**config.mk**
```make
export PLATFORM = sky130hd
export DESIGN_NAME = rom_port_arbiter
export DESIGN_NICKNAME = d
export VERILOG_FILES = /design/src/rtl/rom_port_arbiter.sv
export SDC_FILE = /design/constraint.sdc
export NUM_CORES = 1
export LEC_CHECK = 0
export CAP_MARGIN = 40
export CORE_MARGIN = 2
export CORE_UTILIZATION = 40
export CTS_CLUSTER_SIZE = 10
export DETAILED_ROUTE_END_ITERATION = 7
export HOLD_SLACK_MARGIN = 0.06
export PLACE_DENSITY = 0.88
export SYNTH_ARGS = -nofsm -noshare
export SYNTH_HDL_FRONTEND = slang
export SYNTH_SLANG_ARGS = --single-unit
```
**constraint.sdc**
```tcl
create_clock -name clock -period 1.84 [get_ports clock]
set_input_delay 0.368 -clock clock [delete_from_list [all_inputs] [get_ports clock]]
set_output_delay 0.368 -clock clock [all_outputs]
set_load 0.01 [all_outputs]
```
**src/rtl/rom_port_arbiter.sv**
```systemverilog
// Two-requester arbiter for the single-port instruction ROM: fetch has priority, dbg is
// guaranteed service by a starvation counter. Optional macro ROM_ALIGN_CHECK_EN flags misaligned reads.
module rom_port_arbiter #(
   parameter int ADDR_W   = 17,
   parameter int DATA_W   = 32,
   parameter int FAIR_CNT = 4
) (
   input  logic              clock,
   input  logic              reset,
   input  logic              fetch_req,
   input  logic [ADDR_W-1:0] fetch_addr,
   output logic              fetch_ready,
   output logic              fetch_valid,
   output logic [DATA_W-1:0] fetch_data,
   output logic              fetch_err,
   input  logic              dbg_req,
   input  logic [ADDR_W-1:0] dbg_addr,
   output logic              dbg_ready,
   output logic              dbg_valid,
   output logic [DATA_W-1:0] dbg_data,
   output logic              dbg_err,
   output logic [ADDR_W-1:0] rom_addr,
   input  logic [DATA_W-1:0] rom_inst,
   output logic              busy
);

   typedef enum logic [1:0] {IDLE, READ, RESP} state_t;

   localparam logic [3:0] FAIR = 4'(FAIR_CNT);

   state_t            state_q, state_d;
   logic              owner_q, owner_d;   // 1 = dbg owns the in-flight access
   logic [3:0]        starve_q, starve_d;
   logic [ADDR_W-1:0] rom_addr_q, rom_addr_d;
   logic [DATA_W-1:0] fetch_data_q, fetch_data_d;
   logic [DATA_W-1:0] dbg_data_q, dbg_data_d;
   logic              dbg_win;
   logic [DATA_W-1:0] cap_word;
`ifdef ROM_ALIGN_CHECK_EN
   logic              err_q, err_d;
`endif

   always_comb begin
      state_d      = state_q;
      owner_d      = owner_q;
      starve_d     = starve_q;
      rom_addr_d   = rom_addr_q;
      fetch_data_d = fetch_data_q;
      dbg_data_d   = dbg_data_q;
      fetch_ready  = 1'b0;
      dbg_ready    = 1'b0;
      fetch_valid  = 1'b0;
      dbg_valid    = 1'b0;
      fetch_err    = 1'b0;
      dbg_err      = 1'b0;
      dbg_win      = dbg_req && (!fetch_req || (starve_q == FAIR));
      cap_word     = rom_inst;
`ifdef ROM_ALIGN_CHECK_EN
      err_d        = err_q;
      if (err_q) cap_word = '0;
`endif
      case (state_q)
         IDLE: begin
            if (fetch_req || dbg_req) begin
               state_d = READ;
               owner_d = dbg_win;
               if (dbg_win) begin
                  dbg_ready  = 1'b1;
                  rom_addr_d = dbg_addr;
                  starve_d   = 4'd0;
               end else begin
                  fetch_ready = 1'b1;
                  rom_addr_d  = fetch_addr;
                  // Count only grants that made a waiting dbg request lose.
                  if (dbg_req)
                     starve_d = (starve_q == FAIR) ? starve_q : starve_q + 4'd1;
                  else
                     starve_d = 4'd0;
               end
`ifdef ROM_ALIGN_CHECK_EN
               err_d = dbg_win ? (dbg_addr[1:0] != 2'b00) : (fetch_addr[1:0] != 2'b00);
`endif
            end
         end
         READ: begin
            state_d = RESP;
            if (owner_q) dbg_data_d   = cap_word;
            else         fetch_data_d = cap_word;
         end
         RESP: begin
            state_d     = IDLE;
            fetch_valid = !owner_q;
            dbg_valid   = owner_q;
`ifdef ROM_ALIGN_CHECK_EN
            fetch_err   = !owner_q && err_q;
            dbg_err     = owner_q && err_q;
`endif
         end
         default: state_d = IDLE;
      endcase
   end

   always_ff @(posedge clock) begin
      if (reset) begin
         state_q      <= IDLE;
         owner_q      <= 1'b0;
         starve_q     <= 4'd0;
         rom_addr_q   <= '0;
         fetch_data_q <= '0;
         dbg_data_q   <= '0;
`ifdef ROM_ALIGN_CHECK_EN
         err_q        <= 1'b0;
`endif
      end else begin
         state_q      <= state_d;
         owner_q      <= owner_d;
         starve_q     <= starve_d;
         rom_addr_q   <= rom_addr_d;
         fetch_data_q <= fetch_data_d;
         dbg_data_q   <= dbg_data_d;
`ifdef ROM_ALIGN_CHECK_EN
         err_q        <= err_d;
`endif
      end
   end

   assign rom_addr   = rom_addr_q;
   assign fetch_data = fetch_data_q;
   assign dbg_data   = dbg_data_q;
   assign busy       = (state_q != IDLE);

endmodule

```
==> impl_metrics.env, run 1 <==
export IMPL_skew_ns=0.0148
export IMPL_ir_drop_mv=0.572
export IMPL_via_per_inst=5.06
export IMPL_postSynthCellCount=390
export IMPL_grt_overflow=0
export IMPL_hold_path_startpoint="reset"
export IMPL_h_tree_depth=3
export IMPL_finalHoldWorstSlack_ns=0.305
export IMPL_ctsHoldBuffers=0
export IMPL_hold_end="state_q[0]$_SDFFE_PP0P_"
export IMPL_hold_viol=0
export IMPL_timing_rr_end="starve_q[3]$_SDFFE_PP0P_"
export IMPL_core_area_sq_um=8090
export IMPL_ant_nets=0
export IMPL_slew_limit_headroom=0.531
export IMPL_wl_met2_um=4680
export IMPL_cts_root_buf="clkbuf_8"
export IMPL_rsz0062_at_grt="yes"
export IMPL_area_growth_pct=56.5
export IMPL_crit_fanout=3
export IMPL_drive_gt1_frac=0.0911
export IMPL_setup_ws_ns=0.0209
export IMPL_numCtsBuffers=9
export IMPL_avgSynthCellArea_sq_um=8.41
export IMPL_drc_errors=0
export IMPL_stdcell_count=654
export IMPL_r2r_slack_ns=0.40
export IMPL_hold_path_class="input port to flip-flop"
export IMPL_p_leak_nw=1.82
export IMPL_tightest_slew_ns=0.703
export IMPL_crit_slowest_cell="dfxtp_2"
export IMPL_status="finished, final reports clean"
export IMPL_yosysSeqAreaShare=0.537
export IMPL_place_hpwl_um=6870
export IMPL_drt_wl_total_um=9620
export IMPL_fin_util=0.634
export IMPL_maxCapViolations=0
export IMPL_synth_warning_count=0
export IMPL_cp_arrival_ns=1.45
export IMPL_cts_buffer_depth=2
export IMPL_die_w_um=94.5
export IMPL_grt_max_degree=66
export IMPL_min_period_over_period=0.989
export IMPL_synth_area_leaders="dfxtp_1 54%, nand2_1 15%, a21oi_1 10%"
export IMPL_gp_congestion=0.858
export IMPL_rows=33
export IMPL_clk_pin_slew_worst_paths_ns=0.10
export IMPL_setup_viol=0
export IMPL_totalPowerFinal_mw=3.95
export IMPL_grt_pass1_vias=3309
export IMPL_worst_endpoint_required_ns=1.47
export IMPL_m1WireLength_um=4040
export IMPL_grtUsageTotal=0.215
export IMPL_pre_cts_slack_ns=-0.277
export IMPL_top_layer="met4"
export IMPL_dr_first_iter_drc_count=141
export IMPL_crit_chain="inv_2 -> ha_4 -> nand3b_4 -> o21a_1 -> and2_1 -> buf_2"
export IMPL_synth_area_sq_um=3280
export IMPL_drv_slew=0
export IMPL_io_pins=158
export IMPL_path_class="flip-flop to output port"
export IMPL_critPathLaunchType="flip-flop"
export IMPL_die_height_um=94.5
export IMPL_cpPeakStageDelay_ns=0.33
export IMPL_synth_distinct_cells=31
export IMPL_dp_cells=637
export IMPL_route_vias_total=3306
export IMPL_dr_pass1_iters=4
export IMPL_io_buffer_count=155
export IMPL_initial_core_util=0.405
export IMPL_rr_worst_depth=4
export IMPL_synth_seq_cells=88
export IMPL_synth_top_area_cell="dfxtp_1"
export IMPL_final_common_cell="clkdlybuf4s50_1"
export IMPL_finalSetupTns_ns=0
export IMPL_dpl_instance_area_sq_um=4920
export IMPL_final_cell_area_sq_um=5130
export IMPL_grt_pass1_wl_um=15200
export IMPL_cts_tree="yes"
export IMPL_final_cell_mix="149 x clkdlybuf4s50_1, 130 x nand2_1, 84 x dfxtp_1"
export IMPL_rr_startpoint="state_q[1]$_SDFFE_PP0P_"
export IMPL_final_nets=616
export IMPL_nFillCells=699
export IMPL_clk_latency_ns=0.35
export IMPL_cts_sinks=88
export IMPL_cp_end_kind="output port"
export IMPL_routed_wl_met3_um=467
export IMPL_yosysTopAreaCellShare=0.537
export IMPL_max_freq_ghz=0.550
export IMPL_p_per_area_nw_per_um2=771
export IMPL_antenna_found_initial=0
export IMPL_min_path_cells=2
export IMPL_die_area_sq_um=8940
export IMPL_diodes=0
export IMPL_wl_per_cell_um=14.7
export IMPL_min_period_ns=1.82
repair_timing:
item,in CTS,in global routing
resized for setup,22,1
pin swaps,2,0
setup endpoints to repair,5,2
cloned,0,0
buffers inserted,0,1
Yosys cell counts (all sizes together):
library cell,instances
a21oi,68
a22oi,19
a32oi,1
and2,2
and3,1
buf,23
clkbuf,6
conb,1
dfxtp,88
ha,2
inv,5
nand2,130
nand2b,2
nand3,2
nand3b,2
nor2,11
nor3,1
nor3b,3
o21a,1
o21ai,2
o2bb2ai,17
or2,1
or2b,1
or3,1
layout make-up:
class / count / area [sq um] / area share
well taps: 105 / 131 / 0.0256
multi-input cells: 269 / 1380 / 0.268
repair buffers: 171 / 1660 / 0.323
inverters: 5 / 18.8 / 0.00366
clock inverters: 7 / 56.3 / 0.0110
flip-flops and latches: 88 / 1770 / 0.344
clock buffers: 9 / 124 / 0.0241
where the power goes:
| part | internal [mW] | switching [mW] | leakage, nW |
|---|---|---|---|
| clock | 0.505 | 0.695 | 0.0902 |
| sequential | 2.00 | 0.0550 | 0.718 |
| combinational | 0.382 | 0.321 | 1.02 |
state kept, by name (all words and copies together) (netlist names):
| signal | count |
|---|---|
| dbg_data | 32 |
| fetch_data | 32 |
| owner_q | 1 |
| rom_addr | 17 |
| state_q | 2 |
| starve_q | 4 |
cell families (layout without fill, tap and decap cells):
family / after synthesis / after routing / synth area share
AND/OR/NAND/NOR: 157 / 157 / 0.195
AO/OA/AOI/OAI: 108 / 108 / 0.204
flip-flops: 88 / 88 / 0.537
buffers and inverters: 34 / 192 / 0.0546
adder cells (fa/ha/maj): 2 / 2 / 0.00763
other: 1 / 2 / 0.00114
per-layer routing:
layer / GRT usage / up-vias
met4: 0.126 / 0
met1: 0.253 / 1553
met2: 0.360 / 107
met3: 0.0471 / 31
li1: - / 1615
met5: 0 / -
worst max-delay path, delay by kind of cell, from the launching register on:
family          cells  cell delay (ns)
flops               1             0.33
simple gates        2             0.25
buf+inv             2             0.21
compound gates      1             0.19
fa+ha+maj           1             0.14
how the worst max path moves through the flow:
stage	start	end	slack (ns)	cells after the start
final	starve_q[1]$_SDFFE_PP0P_	fetch_ready	0.02	6
after global routing	starve_q[1]$_SDFFE_PP0P_	fetch_ready	-0.04	6
after CTS	state_q[1]$_SDFFE_PP0P_	busy	0.01	3
after detailed placement	dbg_req	fetch_ready	-0.28	5
after global placement	dbg_req	fetch_ready	-0.26	5
after floorplan	starve_q[0]$_SDFFE_PP0P_	fetch_ready	0.22	7
(Power assumes the default switching activity.)
==> run 2, diff against run 1 <==
--- a/config.mk
+++ b/config.mk
@@ -6,12 +6,14 @@
 export NUM_CORES = 1
 export LEC_CHECK = 0
 export CAP_MARGIN = 40
+export CORE_ASPECT_RATIO = 0.7
 export CORE_MARGIN = 2
 export CORE_UTILIZATION = 40
 export CTS_CLUSTER_SIZE = 10
 export DETAILED_ROUTE_END_ITERATION = 7
 export HOLD_SLACK_MARGIN = 0.06
 export PLACE_DENSITY = 0.88
+export SKIP_CTS_REPAIR_TIMING = 1
 export SYNTH_ARGS = -nofsm -noshare
 export SYNTH_HDL_FRONTEND = slang
 export SYNTH_SLANG_ARGS = --single-unit
==> impl_metrics.env, run 2 (synthesis results as in run 1) <==
export IMPL_status="finished, final reports clean"
export IMPL_worst_endpoint_required_ns=1.47
export IMPL_drv_slew=0
export IMPL_diodes=0
export IMPL_grtUsageTotal=0.215
export IMPL_path_class="flip-flop to output port"
export IMPL_drive_gt1_frac=0.0891
export IMPL_tightest_slew_ns=0.699
export IMPL_drc_errors=0
export IMPL_hold_viol=0
export IMPL_grt_pass1_wl_um=15400
export IMPL_io_pins=158
export IMPL_setup_ws_ns=0.0559
export IMPL_clk_pin_slew_worst_paths_ns=0.06
export IMPL_critPathLaunchType="flip-flop"
export IMPL_grt_overflow=0
export IMPL_cp_end_kind="output port"
export IMPL_cp_num_buf_inv=2
export IMPL_cpPeakStageDelay_ns=0.32
export IMPL_area_growth_pct=61.5
export IMPL_crit_chain="inv_2 -> ha_4 -> nand3b_4 -> o21a_1 -> and2_1 -> buf_2"
export IMPL_initial_core_util=0.415
export IMPL_stdcell_count=651
export IMPL_dp_cells=635
export IMPL_min_period_ns=1.78
export IMPL_crit_fanout=3
export IMPL_cts_root_buf="clkbuf_16"
export IMPL_totalPowerFinal_mw=4.73
export IMPL_hold_path_class="flip-flop to flip-flop"
export IMPL_die_height_um=79.7
export IMPL_min_period_over_period=0.970
export IMPL_pre_cts_slack_ns=-0.279
export IMPL_gp_congestion=0.845
export IMPL_crit_cells=6
export IMPL_p_leak_nw=1.93
export IMPL_dpl_instance_area_sq_um=4930
export IMPL_r2r_slack_ns=0.42
export IMPL_numCtsBuffers=9
export IMPL_cts_buffer_depth=2
export IMPL_grt_pass1_vias=3218
export IMPL_final_nets=617
export IMPL_cts_sinks=88
export IMPL_skew_ns=0.00775
export IMPL_cts_tree="yes"
export IMPL_io_buffer_count=155
export IMPL_h_tree_depth=3
export IMPL_dr_pass1_iters=4
export IMPL_cp_top_family="flip-flops"
export IMPL_finalSetupTns_ns=0
export IMPL_final_common_cell="clkdlybuf4s50_1"
export IMPL_ir_drop_mv=0.504
export IMPL_setup_viol=0
export IMPL_antenna_found_initial=0
export IMPL_maxCapViolations=0
export IMPL_via_per_inst=5.05
export IMPL_final_cell_area_sq_um=5290
export IMPL_drt_wl_total_um=9680
export IMPL_slew_limit_headroom=0.534
export IMPL_cp_arrival_ns=1.42
export IMPL_core_area_sq_um=7910
export IMPL_nFillCells=678
export IMPL_final_cell_mix="150 x clkdlybuf4s50_1, 130 x nand2_1, 84 x dfxtp_1"
export IMPL_clk_latency_ns=0.33
export IMPL_min_path_cells=2
export IMPL_die_area_sq_um=8950
export IMPL_rows=27
export IMPL_finalHoldWorstSlack_ns=0.454
export IMPL_route_vias_total=3289
export IMPL_fin_util=0.670
export IMPL_crit_slowest_cell="dfxtp_2"
export IMPL_dr_first_iter_drc_count=165
export IMPL_die_w_um=112
export IMPL_p_per_area_nw_per_um2=893
export IMPL_ant_nets=0
export IMPL_max_freq_ghz=0.561
export IMPL_place_hpwl_um=7030
export IMPL_rr_worst_depth=7
export IMPL_grt_max_degree=46
export IMPL_wl_per_cell_um=14.9
## run 2: cell count changes in the layout (fill, tap and decap cells not counted), moves of 2 or more
| cell | delta |
|---|---|
| clkbuf_8 | -8 |
| dlymetal6s2s_1 | +2 |
| bufinv_16 | +2 |
| dlygate4sd2_1 | -2 |
| clkbuf_16 | +9 |
## run 2: per-layer routing
layer | vias up | GRT usage | routed length, um
met5 | - | 0 | 0
met4 | 0 | 0.0695 | 150
met3 | 12 | 0.0630 | 576
met2 | 103 | 0.358 | 4700
met1 | 1552 | 0.270 | 4250
li1 | 1622 | - | -
## run 2: final timing paths
path	start	end
max reg2reg	starve_q[1]$_SDFFE_PP0P_	rom_addr[15]$_SDFFE_PP0P_
min reg2reg	dbg_data[28]$_SDFFE_PP0P_	dbg_data[28]$_SDFFE_PP0P_
max	starve_q[1]$_SDFFE_PP0P_	fetch_ready
min	dbg_data[28]$_SDFFE_PP0P_	dbg_data[28]$_SDFFE_PP0P_
## run 2: cell type report
type / instances / area (sq um) / share of cell area
multi-input cells: 269 / 1380 / 0.260
well taps: 101 / 126 / 0.0239
repair buffers: 172 / 1680 / 0.317
clock buffers: 10 / 239 / 0.0451
inverters: 5 / 18.8 / 0.00355
clock inverters: 6 / 91.3 / 0.0173
flip-flops and latches: 88 / 1770 / 0.334
## run 2: worst reg2reg max path: stages (launching register included)
cell,delay (ns)
dfxtp_2,0.32
inv_2,0.06
ha_4,0.14
nand3b_4,0.10
o21a_1,0.21
buf_4,0.19
a22oi_1,0.18
o2bb2ai_1,0.10
## run 2: where the power goes
group	internal [mW]	total, mW	switching, mW
registers	2.00	2.05	0.0554
clock network	1.23	1.97	0.737
logic	0.384	0.704	0.319
total	3.62	4.73	1.11
